File: config.mk
export PLATFORM = sky130hd
export DESIGN_NAME = e203_ifu_ir_buf
export DESIGN_NICKNAME = d
export VERILOG_FILES = /design/src/rtl/e203_ifu_ir_buf_pkg.sv /design/src/rtl/e203_ifu_ir_entry.sv /design/src/rtl/e203_ifu_ir_buf.sv
export SDC_FILE = /design/constraint.sdc
export NUM_CORES = 1
export LEC_CHECK = 0
export ABC_AREA = 0
export BUFFER_PORTS_ARGS = -buffer_cell sky130_fd_sc_hd__buf_4
export CAP_MARGIN = 20
export CORE_UTILIZATION = 37
export CTS_CLUSTER_SIZE = 25
export DETAILED_ROUTE_END_ITERATION = 8
export PLACE_DENSITY = 0.87
export SLEW_MARGIN = 10
export SYNTH_ARGS = -nofsm -noshare
export SYNTH_HDL_FRONTEND = slang
export SYNTH_SLANG_ARGS = --single-unit
File: constraint.sdc
create_clock -name clk -period 2.5 [get_ports clk]
set_input_delay 0.5 -clock clk [delete_from_list [all_inputs] [get_ports clk]]
set_output_delay 0.5 -clock clk [all_outputs]
set_load 0.02 [all_outputs]
File: src/rtl/e203_ifu_ir_buf_pkg.sv
// e203_ifu_ir_buf_pkg: shared widths, payload width helper and occupancy states for the IR buffer
package e203_ifu_ir_buf_pkg;
  localparam int E203_PC_SIZE = 32;
  localparam int E203_INSTR_SIZE = 32;
  localparam int E203_RFIDX_WIDTH = 5;
  localparam int E203_IR_PLD_W = E203_INSTR_SIZE + E203_PC_SIZE + 3;
  typedef enum logic [1:0] {OCC_EMPTY = 2'd0, OCC_ONE = 2'd1, OCC_TWO = 2'd2} occ_e;
  function automatic int ir_pld_w(input int instr_size, input int pc_size);
    return instr_size + pc_size + 3;
  endfunction
endpackage

File: src/rtl/e203_ifu_ir_entry.sv
// e203_ifu_ir_entry: load-enabled IR payload register with masked rs1/rs2 index extraction
module e203_ifu_ir_entry
  import e203_ifu_ir_buf_pkg::*;
#(
  parameter int INSTR_SIZE = E203_INSTR_SIZE,
  parameter int PC_SIZE = E203_PC_SIZE
) (
  input  logic                                         clk,
  input  logic                                         ld,
  input  logic [ir_pld_w(INSTR_SIZE, PC_SIZE)-1:0]     d_pld,
  output logic [ir_pld_w(INSTR_SIZE, PC_SIZE)-1:0]     q_pld,
  output logic [E203_RFIDX_WIDTH-1:0]                  rs1idx,
  output logic [E203_RFIDX_WIDTH-1:0]                  rs2idx
);
  localparam int W = ir_pld_w(INSTR_SIZE, PC_SIZE);
  localparam int IB = PC_SIZE + 3;
  logic [W-1:0] pld_q, pld_d;
  logic err;
  // hold the payload unless a new entry is loaded; payload is deliberately not reset
  always_comb pld_d = ld ? d_pld : pld_q;
  always_ff @(posedge clk) pld_q <= pld_d;
  // faulted fetches carry no real instruction, so their regfile indices read x0
  always_comb begin
    err = pld_q[1] | pld_q[0];
    q_pld = pld_q;
    rs1idx = err ? '0 : pld_q[IB+15 +: E203_RFIDX_WIDTH];
    rs2idx = err ? '0 : pld_q[IB+20 +: E203_RFIDX_WIDTH];
  end
endmodule

File: src/rtl/e203_ifu_ir_buf.sv
// e203_ifu_ir_buf: IFU-to-decode IR buffer; E203_IFU_IR_SKID_EN selects a 2-entry skid buffer, else a 1-entry pipe register
module e203_ifu_ir_buf
  import e203_ifu_ir_buf_pkg::*;
#(
  parameter int PC_SIZE = E203_PC_SIZE,
  parameter int INSTR_SIZE = E203_INSTR_SIZE
) (
  input  logic                        clk,
  input  logic                        rst,
  input  logic                        flush,
  input  logic                        i_valid,
  output logic                        i_ready,
  input  logic [INSTR_SIZE-1:0]       i_instr,
  input  logic [PC_SIZE-1:0]          i_pc,
  input  logic                        i_prdt_taken,
  input  logic                        i_misalgn,
  input  logic                        i_buserr,
  output logic                        o_valid,
  input  logic                        o_ready,
  output logic [INSTR_SIZE-1:0]       o_instr,
  output logic [PC_SIZE-1:0]          o_pc,
  output logic                        o_prdt_taken,
  output logic                        o_misalgn,
  output logic                        o_buserr,
  output logic [E203_RFIDX_WIDTH-1:0] o_rs1idx,
  output logic [E203_RFIDX_WIDTH-1:0] o_rs2idx,
  output logic [1:0]                  o_occ
);
  localparam int W = ir_pld_w(INSTR_SIZE, PC_SIZE);
  occ_e occ_q, occ_d;
  logic push, pop;
  logic [W-1:0] in_pld, hd_pld;
  // handshake, occupancy next-state and head payload unpacking
  always_comb begin
`ifdef E203_IFU_IR_SKID_EN
    i_ready = occ_q != OCC_TWO;
`else
    i_ready = (occ_q == OCC_EMPTY) | o_ready;
`endif
    in_pld = {i_instr, i_pc, i_prdt_taken, i_misalgn, i_buserr};
    o_valid = (occ_q != OCC_EMPTY) & ~flush;
    push = i_valid & i_ready & ~flush;
    pop = o_valid & o_ready;
    occ_d = flush ? OCC_EMPTY : occ_e'(2'(occ_q) + {1'b0, push} - {1'b0, pop});
    {o_instr, o_pc, o_prdt_taken, o_misalgn, o_buserr} = hd_pld;
    o_occ = occ_q;
  end
`ifdef E203_IFU_IR_SKID_EN
  logic rd_q, rd_d, wr_q, wr_d;
  logic [W-1:0] pld0, pld1;
  logic [E203_RFIDX_WIDTH-1:0] rs1_0, rs2_0, rs1_1, rs2_1;
  // two-slot ring: write pointer follows pushes, read pointer follows pops and selects the head
  always_comb begin
    rd_d = flush ? 1'b0 : rd_q ^ pop;
    wr_d = flush ? 1'b0 : wr_q ^ push;
    hd_pld = rd_q ? pld1 : pld0;
    o_rs1idx = rd_q ? rs1_1 : rs1_0;
    o_rs2idx = rd_q ? rs2_1 : rs2_0;
  end
  // occupancy and ring pointers
  always_ff @(posedge clk) begin
    if (rst) begin
      occ_q <= OCC_EMPTY;
      rd_q <= 1'b0;
      wr_q <= 1'b0;
    end else begin
      occ_q <= occ_d;
      rd_q <= rd_d;
      wr_q <= wr_d;
    end
  end
  e203_ifu_ir_entry #(.INSTR_SIZE(INSTR_SIZE), .PC_SIZE(PC_SIZE)) u_ent0 (
    .clk(clk), .ld(push & ~wr_q), .d_pld(in_pld), .q_pld(pld0), .rs1idx(rs1_0), .rs2idx(rs2_0)
  );
  e203_ifu_ir_entry #(.INSTR_SIZE(INSTR_SIZE), .PC_SIZE(PC_SIZE)) u_ent1 (
    .clk(clk), .ld(push & wr_q), .d_pld(in_pld), .q_pld(pld1), .rs1idx(rs1_1), .rs2idx(rs2_1)
  );
`else
  // occupancy of the single pipe register
  always_ff @(posedge clk) begin
    if (rst) occ_q <= OCC_EMPTY;
    else occ_q <= occ_d;
  end
  e203_ifu_ir_entry #(.INSTR_SIZE(INSTR_SIZE), .PC_SIZE(PC_SIZE)) u_ent0 (
    .clk(clk), .ld(push), .d_pld(in_pld), .q_pld(hd_pld), .rs1idx(o_rs1idx), .rs2idx(o_rs2idx)
  );
`endif
endmodule

==> impl_metrics.ini <==
[power_and_ir_drop]
combPwrFrac_pct = 10.9
p_seq_share_pct = 52.8
power_frac_clock_pct = 36.3
leakage_nw = 1.58
power_density_nw_per_um2 = 692
swShare_pct = 20.3
irDropWorstVdd_mv = 0.409
p_sw_w = 0.000519
p_int_w = 0.00203

[yosys]
synth_mux_area_share_pct = 0
yosys_warnings = 0
synth_fa_ha_area_share_pct = 1.12
syn_area_per_cell_sq_um = 24.2
synth.area.top_cells = edfxtp_1 (90%), and2_1 (2.8%), dfxtp_1 (1.8%)
synthXorXnorAreaFrac_pct = 1.01
syn-instance-count = 92
synth_most_common_cell = edfxtp_1
synth-edff-count = 67
seq_area_frac_synth_pct = 92.2
syn_nets = 166
synth_compound_area_share_pct = 0.337
ys_seq_elements = 69
synthDistinctLibCells = 12
synth_top_area_cell = edfxtp_1
synth.top_cell.area_share_pct = 90.4
synth_top_family_by_area = simple AND/OR/NAND/NOR gates
yosys.area_share.simple_pct = 5.17
async_flop_share_pct = 0
synthTopCellsByCount = edfxtp_1 (67), and2_1 (10), nor2_1 (3)
synthFlopType = edfxtp_1
syn_area_sq_um = 2230

[clocking]
clockBufferDepth = 2
clkLatencyLatePin_ns = 0.32
cts_tree = built
cts.reportedPaths.clkPinSlew_ns = 0.07
cts_resized = 0
cts-buffers-inserted = 9
cts.sinks = 69
cts_hold_buf = 0
htree_levels = 3
post-cts-setup-buffer-count = 0
cts_root_buffer = clkbuf_8

[global_routing]
grt_max_degree = 68
antenna_found_initial = 0
grt_pass1_vias = 1492
overflow = 0
grt_usage_pct = 15.5
grt_pass1_wl_microns = 6900

[finish]
seq_area_sq_um = 2050
nNetsFinal = 330
multi_input_comb_area_sq_um = 171
drive_gt1_share_pct = 64.8
num_antenna_cells = 0
area_growth_pct = 65.5
fillers = 408

[die]
start_util_pct = 39.5
ioPinCount = 153
core_sq_um = 5640
die_w_microns = 79.6
die_y_microns = 79.6
std_cell_rows = 27
die-area_sq_um = 6330

[setup_path]
worstSetupStartpointType = flip-flop
critical_path_class = reg -> out
cp_max_fo = 10
cp-end-kind = output pin
crit_arrival_ns = 1.41
reg2reg_depth = 7
cp.required_ns = 2.00

[routing]
vias = 1477
antenna_violating_nets_post_route = 0
drc_errors = 0
drt_iter0_markers = 62
viasPerCell = 4.44
wl_per_cell_microns = 14.9
routed_wl_microns = 4970
first_pass_iters = 4

[timing]
rsz0062_at_grt = false
finalCritPeriodShare_pct = 76.5
fin_crit_ns = 1.91
hold_viol = 0
tightestPinTransition_ns = 0.420
setup_viol = 0
hold-worst-slack_ns = 0.333
finalSetupTns_ns = 0
drv_slew = 0
finClkSkew_ns = 0.00854
max_freq_mhz = 523
slew_headroom_pct = 71.9

[place]
place_congestion = 0.703
place_hpwl_microns = 3790
io_buffers = 152

[run_status]
outcome = complete, no violations

[min_path]
holdPathStages = 2
hold_class = in -> reg

[job]
maxCapViolations = 0
[logic make-up (layout without fill, tap and decap cells)]
family,after synthesis,count (layout)
XOR/XNOR,1,1
AO/OA/AOI/OAI,1,1
buffers and inverters,1,170
AND/OR/NAND/NOR,18,18
flip-flops,69,69
adder cells (fa/ha/maj),2,2
[registers in the layout, summed over array words and instances, names as in the netlist]
name	cells
u_ent0.q_pld	67
o_occ	2
[cell type report]
cell class	instances	share of cell area (%)
inverter	1	0.102
sequential	69	55.7
tap	72	2.44
timing repair buffer	153	31.5
multi-input combinational	22	4.65
clock inverter	5	2.04
clock buffer	11	3.57
[stage by stage]
step | utilization (%) | cell area [sq um] | worst slack, ns | total power [W] | cells
CTS | 65.3 | 3680 | 0.562 | 0.00259 | 333
detailed placement | 61.7 | 3480 | 0.745 | 0.00165 | 317
global placement | 61.7 | 3480 | 0.832 | 0.00164 | 317
global route | 65.3 | 3680 | 0.432 | 0.00265 | 333
finish | 65.3 | 3680 | 0.587 | 0.00255 | 333
floorplan | - | 2230 | 0.238 | 0.00147 | 92
[layout by cell type, fill, tap and decap left out, types with 2 or more instances in the layout]
| cell type | instances |
|---|---|
| dfxtp_1 | 2 |
| bufinv_16 | 2 |
| clkinv_2 | 3 |
| nor3b_1 | 2 |
| nor2_1 | 3 |
| clkbuf_8 | 9 |
| edfxtp_1 | 67 |
| and2_1 | 10 |
| clkbuf_1 | 2 |
| ha_1 | 2 |
| buf_4 | 152 |
[worst paths after layout]
path                    from     endpoint  slack [ns]
min                      rst     o_occ[1]        0.33
min reg2reg         o_occ[0]     o_occ[0]        0.73
max          u_ent0.q_pld[0]  o_rs2idx[4]        0.59
max reg2reg         o_occ[1]     o_occ[1]        0.89
[power groups by stage]
| stage | registers, W | clock network (W) | logic [W] |
|---|---|---|---|
| 3_5_place_dp | 0.00137 | 0 | 0.000281 |
| 3_3_place_gp | 0.00137 | 0 | 0.000275 |
| 6_report | 0.00135 | 0.000925 | 0.000277 |
| 2_1_floorplan | 0.00143 | 0 | 0.0000369 |
| 4_1_cts | 0.00135 | 0.000957 | 0.000281 |
| 5_1_grt | 0.00135 | 0.00100 | 0.000295 |
[critical path, stage by stage, from the launching register on]
cell      delay, ns
edfxtp_1       0.39
nor2_1         0.36
and2_1         0.20
buf_4          0.14
[routing by layer]
layer  vias up  share of wire, %  global-route usage [%]
li1        686                 -                       -
met1       679                34                    15.5
met2       105                52                    26.2
met3         7                13                    7.54
met4         0               1.1                    8.55
met5         -                 0                       0
(Power assumes the default switching activity.)
